### config.mk
export PLATFORM = sky130hd
export DESIGN_NAME = nxk_board_game
export DESIGN_NICKNAME = d
export VERILOG_FILES = /design/src/rtl/nxk_board_game.sv
export SDC_FILE = /design/constraint.sdc
export NUM_CORES = 1
export LEC_CHECK = 0
export BUFFER_PORTS_ARGS = -buffer_cell sky130_fd_sc_hd__buf_2
export CAP_MARGIN = 0
export CORE_MARGIN = 5
export CORE_UTILIZATION = 49
export CTS_CLUSTER_SIZE = 30
export DETAILED_ROUTE_END_ITERATION = 12
export PLACE_DENSITY = 0.69
export SYNTH_ARGS = -nofsm -noshare
export SYNTH_HDL_FRONTEND = slang
export SYNTH_SLANG_ARGS = --single-unit
### constraint.sdc
create_clock -name clock -period 6.7 [get_ports clock]
set_input_delay 0.335 -clock clock [delete_from_list [all_inputs] [get_ports clock]]
set_output_delay 0.335 -clock clock [all_outputs]
set_load 0.005 [all_outputs]
### src/rtl/nxk_board_game.sv
// N x N two-player board game engine with K-in-a-row win detection.
// Moves arrive on a valid/ready handshake. Each move is checked for range,
// occupancy and turn order, then a sequential scan walks outward from the
// last placed cell in four directions to detect a win or a draw.
module nxk_board_game #(
  parameter int         N     = 3,
  parameter int         K     = 3,
  parameter logic [1:0] FIRST = 2'b01,
  localparam int        CELLS = N * N,
  localparam int        PW    = $clog2(CELLS),
  localparam int        CW    = $clog2(CELLS + 1)
) (
  input  logic               clock,
  input  logic               reset,
  input  logic               new_game,
  input  logic               move_valid,
  input  logic [1:0]         move_player,
  input  logic [PW-1:0]      move_pos,
  output logic               move_ready,
  output logic               move_accept,
  output logic               move_reject,
  output logic [2*CELLS-1:0] board,
  output logic [1:0]         turn,
  output logic [CW-1:0]      move_count,
  output logic               game_over,
  output logic [1:0]         winner
);

  localparam int             RCW     = $clog2(N);
  localparam logic [PW:0]    CELLS_P = (PW + 1)'(CELLS);
  localparam logic [CW-1:0]  CELLS_C = CW'(CELLS);
  localparam logic [RCW-1:0] EDGE    = RCW'(N - 1);

  typedef enum logic [1:0] {IDLE, CHECK, DONE} state_t;

  state_t state_q, state_d;

  logic [2*CELLS-1:0] board_q, board_d;
  logic [1:0]         turn_q, turn_d;
  logic [CW-1:0]      count_q, count_d;
  logic [1:0]         winner_q, winner_d;
  logic               accept_q, accept_d;
  logic               reject_q, reject_d;
  logic               ready_q, ready_d;
  logic               over_q, over_d;

  // scan context: mover, origin cell, walk cursor, direction, side, run length
  logic [1:0]     mover_q, mover_d;
  logic [RCW-1:0] last_r_q, last_r_d, last_c_q, last_c_d;
  logic [RCW-1:0] cur_r_q, cur_r_d, cur_c_q, cur_c_d;
  logic [1:0]     dir_q, dir_d;
  logic           neg_q, neg_d;
  logic [3:0]     run_q, run_d;

  logic           fwd_r_inc, fwd_c_inc, fwd_c_dec;
  logic           step_r_dn, step_r_up, step_c_rt, step_c_lf;
  logic           in_board, step_ok, run_hits_k, scan_end, board_full;
  logic [RCW-1:0] nr, nc;
  logic [PW-1:0]  nxt_pos;
  logic [1:0]     nxt_cell, tgt_cell;
  logic           pos_ok, legal;
  logic [RCW-1:0] move_r, move_c;

  // Forward step of the current direction (rows only ever increase forward).
  always_comb begin
    fwd_r_inc = 1'b0;
    fwd_c_inc = 1'b0;
    fwd_c_dec = 1'b0;
    unique case (dir_q)
      2'd0:    fwd_c_inc = 1'b1;
      2'd1:    fwd_r_inc = 1'b1;
      2'd2:    begin fwd_r_inc = 1'b1; fwd_c_inc = 1'b1; end
      default: begin fwd_r_inc = 1'b1; fwd_c_dec = 1'b1; end
    endcase
  end

  assign step_r_dn = fwd_r_inc & ~neg_q;
  assign step_r_up = fwd_r_inc & neg_q;
  assign step_c_rt = neg_q ? fwd_c_dec : fwd_c_inc;
  assign step_c_lf = neg_q ? fwd_c_inc : fwd_c_dec;

  // Edge checks on row/column keep a walk from wrapping into the next row.
  assign in_board = !(step_r_dn && cur_r_q == EDGE) && !(step_r_up && cur_r_q == '0) &&
                    !(step_c_rt && cur_c_q == EDGE) && !(step_c_lf && cur_c_q == '0);

  assign nr = step_r_dn ? cur_r_q + RCW'(1) : (step_r_up ? cur_r_q - RCW'(1) : cur_r_q);
  assign nc = step_c_rt ? cur_c_q + RCW'(1) : (step_c_lf ? cur_c_q - RCW'(1) : cur_c_q);
  assign nxt_pos  = PW'(32'(nr) * N + 32'(nc));
  assign nxt_cell = board_q[{nxt_pos, 1'b0} +: 2];

  assign step_ok    = in_board && (nxt_cell == mover_q);
  assign run_hits_k = step_ok && ((run_q + 4'd1) == 4'(K));
  assign scan_end   = !step_ok && neg_q && (dir_q == 2'd3);
  assign board_full = (count_q == CELLS_C);

  assign pos_ok   = {1'b0, move_pos} < CELLS_P;
  assign tgt_cell = board_q[{move_pos, 1'b0} +: 2];
  assign legal    = pos_ok && (tgt_cell == 2'b00) && (move_player == turn_q);
  assign move_r   = RCW'(32'(move_pos) / N);
  assign move_c   = RCW'(32'(move_pos) % N);

  // State register.
  always_ff @(posedge clock or posedge reset) begin
    if (reset) state_q <= IDLE;
    else       state_q <= state_d;
  end

  // Next-state logic; new_game wins over any move in the same cycle.
  always_comb begin
    state_d = state_q;
    if (new_game) begin
      state_d = IDLE;
    end else begin
      unique case (state_q)
        IDLE:    if (move_valid && legal) state_d = CHECK;
        CHECK: begin
          if (run_hits_k)    state_d = DONE;
          else if (scan_end) state_d = board_full ? DONE : IDLE;
        end
        DONE:    state_d = DONE;
        default: state_d = IDLE;
      endcase
    end
  end

  // Handshake/status outputs decoded from the upcoming state, then registered.
  always_comb begin
    ready_d = (state_d == IDLE);
    over_d  = (state_d == DONE);
  end

  // Board update, move validation and one scan step per CHECK cycle.
  always_comb begin
    board_d  = board_q;
    turn_d   = turn_q;
    count_d  = count_q;
    winner_d = winner_q;
    accept_d = 1'b0;
    reject_d = 1'b0;
    mover_d  = mover_q;
    last_r_d = last_r_q;
    last_c_d = last_c_q;
    cur_r_d  = cur_r_q;
    cur_c_d  = cur_c_q;
    dir_d    = dir_q;
    neg_d    = neg_q;
    run_d    = run_q;
    if (new_game) begin
      board_d  = '0;
      turn_d   = FIRST;
      count_d  = '0;
      winner_d = 2'b00;
    end else begin
      unique case (state_q)
        IDLE: begin
          if (move_valid) begin
            if (legal) begin
              board_d[{move_pos, 1'b0} +: 2] = move_player;
              count_d  = count_q + CW'(1);
              accept_d = 1'b1;
              mover_d  = move_player;
              last_r_d = move_r;
              last_c_d = move_c;
              cur_r_d  = move_r;
              cur_c_d  = move_c;
              dir_d    = 2'd0;
              neg_d    = 1'b0;
              run_d    = 4'd1;
            end else begin
              reject_d = 1'b1;
            end
          end
        end
        CHECK: begin
          if (step_ok) begin
            run_d   = run_q + 4'd1;
            cur_r_d = nr;
            cur_c_d = nc;
            if (run_hits_k) winner_d = mover_q;
          end else if (!neg_q) begin
            neg_d   = 1'b1;
            cur_r_d = last_r_q;
            cur_c_d = last_c_q;
          end else if (dir_q != 2'd3) begin
            dir_d   = dir_q + 2'd1;
            neg_d   = 1'b0;
            run_d   = 4'd1;
            cur_r_d = last_r_q;
            cur_c_d = last_c_q;
          end else if (board_full) begin
            winner_d = 2'b11;
          end else begin
            turn_d = ~turn_q;
          end
        end
        default: ;
      endcase
    end
  end

  // Datapath and output registers.
  always_ff @(posedge clock or posedge reset) begin
    if (reset) begin
      board_q  <= '0;
      turn_q   <= FIRST;
      count_q  <= '0;
      winner_q <= 2'b00;
      accept_q <= 1'b0;
      reject_q <= 1'b0;
      ready_q  <= 1'b1;
      over_q   <= 1'b0;
      mover_q  <= '0;
      last_r_q <= '0;
      last_c_q <= '0;
      cur_r_q  <= '0;
      cur_c_q  <= '0;
      dir_q    <= '0;
      neg_q    <= 1'b0;
      run_q    <= '0;
    end else begin
      board_q  <= board_d;
      turn_q   <= turn_d;
      count_q  <= count_d;
      winner_q <= winner_d;
      accept_q <= accept_d;
      reject_q <= reject_d;
      ready_q  <= ready_d;
      over_q   <= over_d;
      mover_q  <= mover_d;
      last_r_q <= last_r_d;
      last_c_q <= last_c_d;
      cur_r_q  <= cur_r_d;
      cur_c_q  <= cur_c_d;
      dir_q    <= dir_d;
      neg_q    <= neg_d;
      run_q    <= run_d;
    end
  end

  assign board       = board_q;
  assign turn        = turn_q;
  assign move_count  = count_q;
  assign winner      = winner_q;
  assign move_accept = accept_q;
  assign move_reject = reject_q;
  assign move_ready  = ready_q;
  assign game_over   = over_q;

endmodule

==> impl_summary.md <==
Status
The run finished with clean final reports.

Global route
The total overflow left after global routing is 0. The all-layer global routing usage is 19.4%. The number of antenna violations at the first check in global routing is 0. The first global-routing pass estimated 13.7 mm of wire. The via count of the first global-routing pass was 2,739. The maximum number of pins on one net before global-route repair is 50.

Timing
The portion of the clock cycle consumed by the worst path in the final layout is 73.3%. The total count of max-transition violations in the final report is 0. The post-layout minimum cycle time is 4.91 ns. Static timing analysis puts the maximum clock frequency at 204 MHz. The worst pin sits at a relative slew slack of 30.9%. At the pin with the least slew margin, the transition time is 1.03 ns. Setup repair after global routing left no endpoint under its margin.

Adding up every negative setup slack in the final design gives 0 ns. Setup slack closes at 1.79 ns. The total count of hold-check failures in the final report is 0.

Hold timing on the final database bottoms out at a slack of 0.270 ns. Setup violations remaining at the end of the flow were counted as 0. Clock skew on the completed layout was measured at 0.00946 ns.

Setup path
The setup path with the least slack is of type flip-flop to flip-flop. The origin of the worst setup path is dir_q[0]. The number of cells on the worst reg-to-reg path is 16. On the worst path, the slowest cell contributes a delay of 0.69 ns. The worst setup path is launched from a flip-flop. The signal arrival time at the worst endpoint is 5.10 ns. The highest-delay cell along the critical path is sky130_fd_sc_hd__fa_1. The required time of the critical path is 6.89 ns. The launch instance of the worst register-to-register path is dir_q[0]. Walking the worst path, the cells encountered are inv_1, ha_1, nor3_1, a22o_1, nor2_1, fa_1, inv_1, ha_1, fa_1, mux4_1, mux2i_1, xnor2_1, o22a_1, o21ai_2, a221oi_2, mux2_1. STA classifies the critical path endpoint as a flip-flop. The largest fanout on the critical path is 8.

Synthesis
Summing the areas of all xor and xnor instances in the mapped netlist gives 4.44% of the synthesized area. Counting flops with a built-in enable in the synthesized netlist gives 0. The synthesized design contains 49 register bits. The count of different cell masters after synthesis is 78. After Yosys synthesis, and, or, nand and nor cells account for 20.3% of the synthesized area. The share of the Yosys chip area taken by registers is 35.2%. By area the synthesized netlist is led by sky130_fd_sc_hd__dfrtp_1 (34%), sky130_fd_sc_hd__ha_1 (7.9%), sky130_fd_sc_hd__nand2_1 (3.9%), sky130_fd_sc_hd__nor2_1 (3.5%), sky130_fd_sc_hd__mux2i_1 (3.4%). The number of nets handed over by synthesis was 405. In the synthesized netlist the async set-or-reset flop fraction comes to 100%.

The post-synthesis compound-gate area fraction is 17.8%. The count of synthesis-stage warnings from yosys is 0. Of the total synthesized cell area, the portion taken by full adders, half adders and majority gates is 9.03%. The largest total area in the synthesized netlist belongs to sky130_fd_sc_hd__dfrtp_1.

After synthesis, the largest family of logic cells by area is simple AND/OR/NAND/NOR gates. The synthesized area divided by synthesized cell count is 9.42 um2. The netlist area before placement is 3490 um2. The dominant register cell in the synthesized netlist is sky130_fd_sc_hd__dfrtp_1. The fraction of synthesized cell area taken by the top area cell type is 33.7%. The mux share of post-synthesis cell area is 8.27%.

Counting every instance in the synthesized netlist gives 371.

Drt
After the first detailed-routing iteration, the DRC count stood at 127. The DRC violations left is 0. The average wire per cell in the routed design is 16.5 um.

The routed layout has 2,888 vias. The detailed-routing wirelength on met1 is 3.88 mm. The number of routed nets with antenna violations is 0.

The highest metal layer carrying signal wires in the routed design is met4. Detailed routing placed a total of 3.97 mm of wire on met2. The first TritonRoute pass finished after 4 iterations.

The routed length on met3 is 308 um. The number of vias per cell after detailed routing is 5.76. The total wire length is 8.29 mm.

CTS
The clock transition at the registers of the reported paths is 0.10 ns. The number of buffers inserted by post-CTS setup repair is 0. The buffer cell driving the clock tree root is sky130_fd_sc_hd__clkbuf_8. In this run the number of H-tree levels came out at 2. The number of cells upsized or downsized after cts is 0. The clock insertion delay at the later pin of the skew report is 0.31 ns. The clock net in this run drives a total of 49 sinks. The number of buffers created by CTS is 5. The largest buffer count on any clock path is 2. TritonCTS built the clock tree. The post-cts hold buffer count is 0.

Cells and area
0 antenna diodes ended up in the layout. The register with the most flip-flops in the layout has 18 of them. The share of cells above drive strength 1 is 20.2%. The final non-filler cell total is 501. The net count of the finished layout is 438. After filler insertion, the fill cell instance count of the layout stands at 635. The area added between synthesis and finish is 9.78%.

Power and ir drop
For this design the static power due to leakage is 0.00176 uW. The maximum resistive drop on vdd is 0.358 mV. Dividing total power by cell area gives a power density of 533 nW/um2.

Worst hold path
The class of the tightest hold or removal check is input pin to async pin.

Floorplan
In this run the core area contains 30 standard-cell rows. The floorplan die width is 94.4 um. Once the floorplan was initialized, standard cells occupied 50.9% of the core. The area enclosed by the die boundary is 8920 um2.

The overall die height is 94.4 um. The area of the core is 6870 um2. 40 I/O pins were placed.

Placement
The post-detailed-placement half-perimeter wirelength is 6.27 mm. In this run, placement finished with an instance count of 493. OpenSTA, run right after detailed placement, puts the worst setup slack at 1.85 ns. Routability-driven placement finished with a final weighted congestion of 0.892. The count of input and output buffers is 39.

Flow run
Across the run, the number of max-cap violations was 0.
## final cells by class
cell class | instances | area, um2 | share of cell area [%]
timing repair buffer | 40 | 203 | 5.29
sequential | 49 | 1230 | 32.0
clock inverter | 3 | 22.5 | 0.587
clock buffer | 5 | 68.8 | 1.79
inverter | 25 | 93.8 | 2.45
multi-input combinational | 283 | 2100 | 54.7
tap | 96 | 120 | 3.13
## metrics by stage
| stage | utilization [%] | total power (uW) | area, um2 |
|---|---|---|---|
| global route | 55.8 | 2200 | 3830 |
| global placement | 54.5 | 1830 | 3740 |
| detailed placement | 54.5 | 1860 | 3740 |
| finish | 55.8 | 2050 | 3830 |
| floorplan | - | 1640 | 3490 |
| CTS | 55.8 | 2050 | 3830 |
## path summary, 6_finish.rpt
kind                       slack (ns)             to
setup / recovery                 1.79       dir_q[0]
hold / removal                   0.27  move_count[0]
setup reg to reg                 1.79       dir_q[0]
hold reg to reg                  0.49    last_r_q[1]
max in group asynchronous        5.79       dir_q[1]
min in group clock               0.32     mover_q[0]
## cell usage after synthesis, types with 8 or more instances
cell type and number:
sky130_fd_sc_hd__inv_1 22, sky130_fd_sc_hd__a21oi_1 17, sky130_fd_sc_hd__o21ai_0 12, sky130_fd_sc_hd__mux2i_1 12
sky130_fd_sc_hd__nand3_1 15, sky130_fd_sc_hd__nand2b_1 8, sky130_fd_sc_hd__ha_1 22, sky130_fd_sc_hd__nand2_1 36
sky130_fd_sc_hd__xnor2_1 8, sky130_fd_sc_hd__dfrtp_1 47, sky130_fd_sc_hd__nor2_1 33, sky130_fd_sc_hd__nor3_1 15
## where the power goes
part,switching [uW],internal [uW]
Clock,104,74.3
Sequential,45.9,334
Combinational,940,548
## placed cells by master, fill, tap and decap left out, drive strengths merged, types with 3 or more instances in the layout
| master | count |
|---|---|
| buf | 40 |
| xor2 | 7 |
| inv | 24 |
| nor2 | 34 |
| clkinv | 4 |
| and3 | 4 |
| o31ai | 7 |
| a31oi | 5 |
| dfrtp | 47 |
| ha | 22 |
| and2 | 3 |
| mux2 | 8 |
| xnor2 | 9 |
| o21ai | 16 |
| clkbuf | 5 |
| nor2b | 4 |
| mux4 | 3 |
| a21oi | 17 |
| mux2i | 12 |
| nand2b | 8 |
| nand2 | 37 |
| o22ai | 6 |
| nand3 | 16 |
| nor3 | 15 |
| nor3b | 3 |
| nand4 | 5 |
## worst max-delay path: cells and delay by family (launching register included)
kind / cells / cell delay, ns
fa+ha+maj: 4 / 1.67
compound gates: 4 / 1.06
mux: 3 / 0.92
flops: 1 / 0.42
simple gates: 2 / 0.38
xor+xnor: 1 / 0.22
buf+inv: 2 / 0.13
## kinds of logic (layout without fill, tap and decap cells)
logic type	count (synthesis)	count (layout)
fa+ha+maj	24	24
flops	49	49
xor+xnor	16	16
simple gates	139	139
buf+inv	39	73
mux	23	23
compound gates	81	81
## per-layer routing
metal	up-vias	global-route usage (%)
met5	-	0
met4	0	5.54
met3	11	2.55
met2	72	32.3
met1	1407	26.4
li1	1398	-
(Power assumes the default switching activity.)
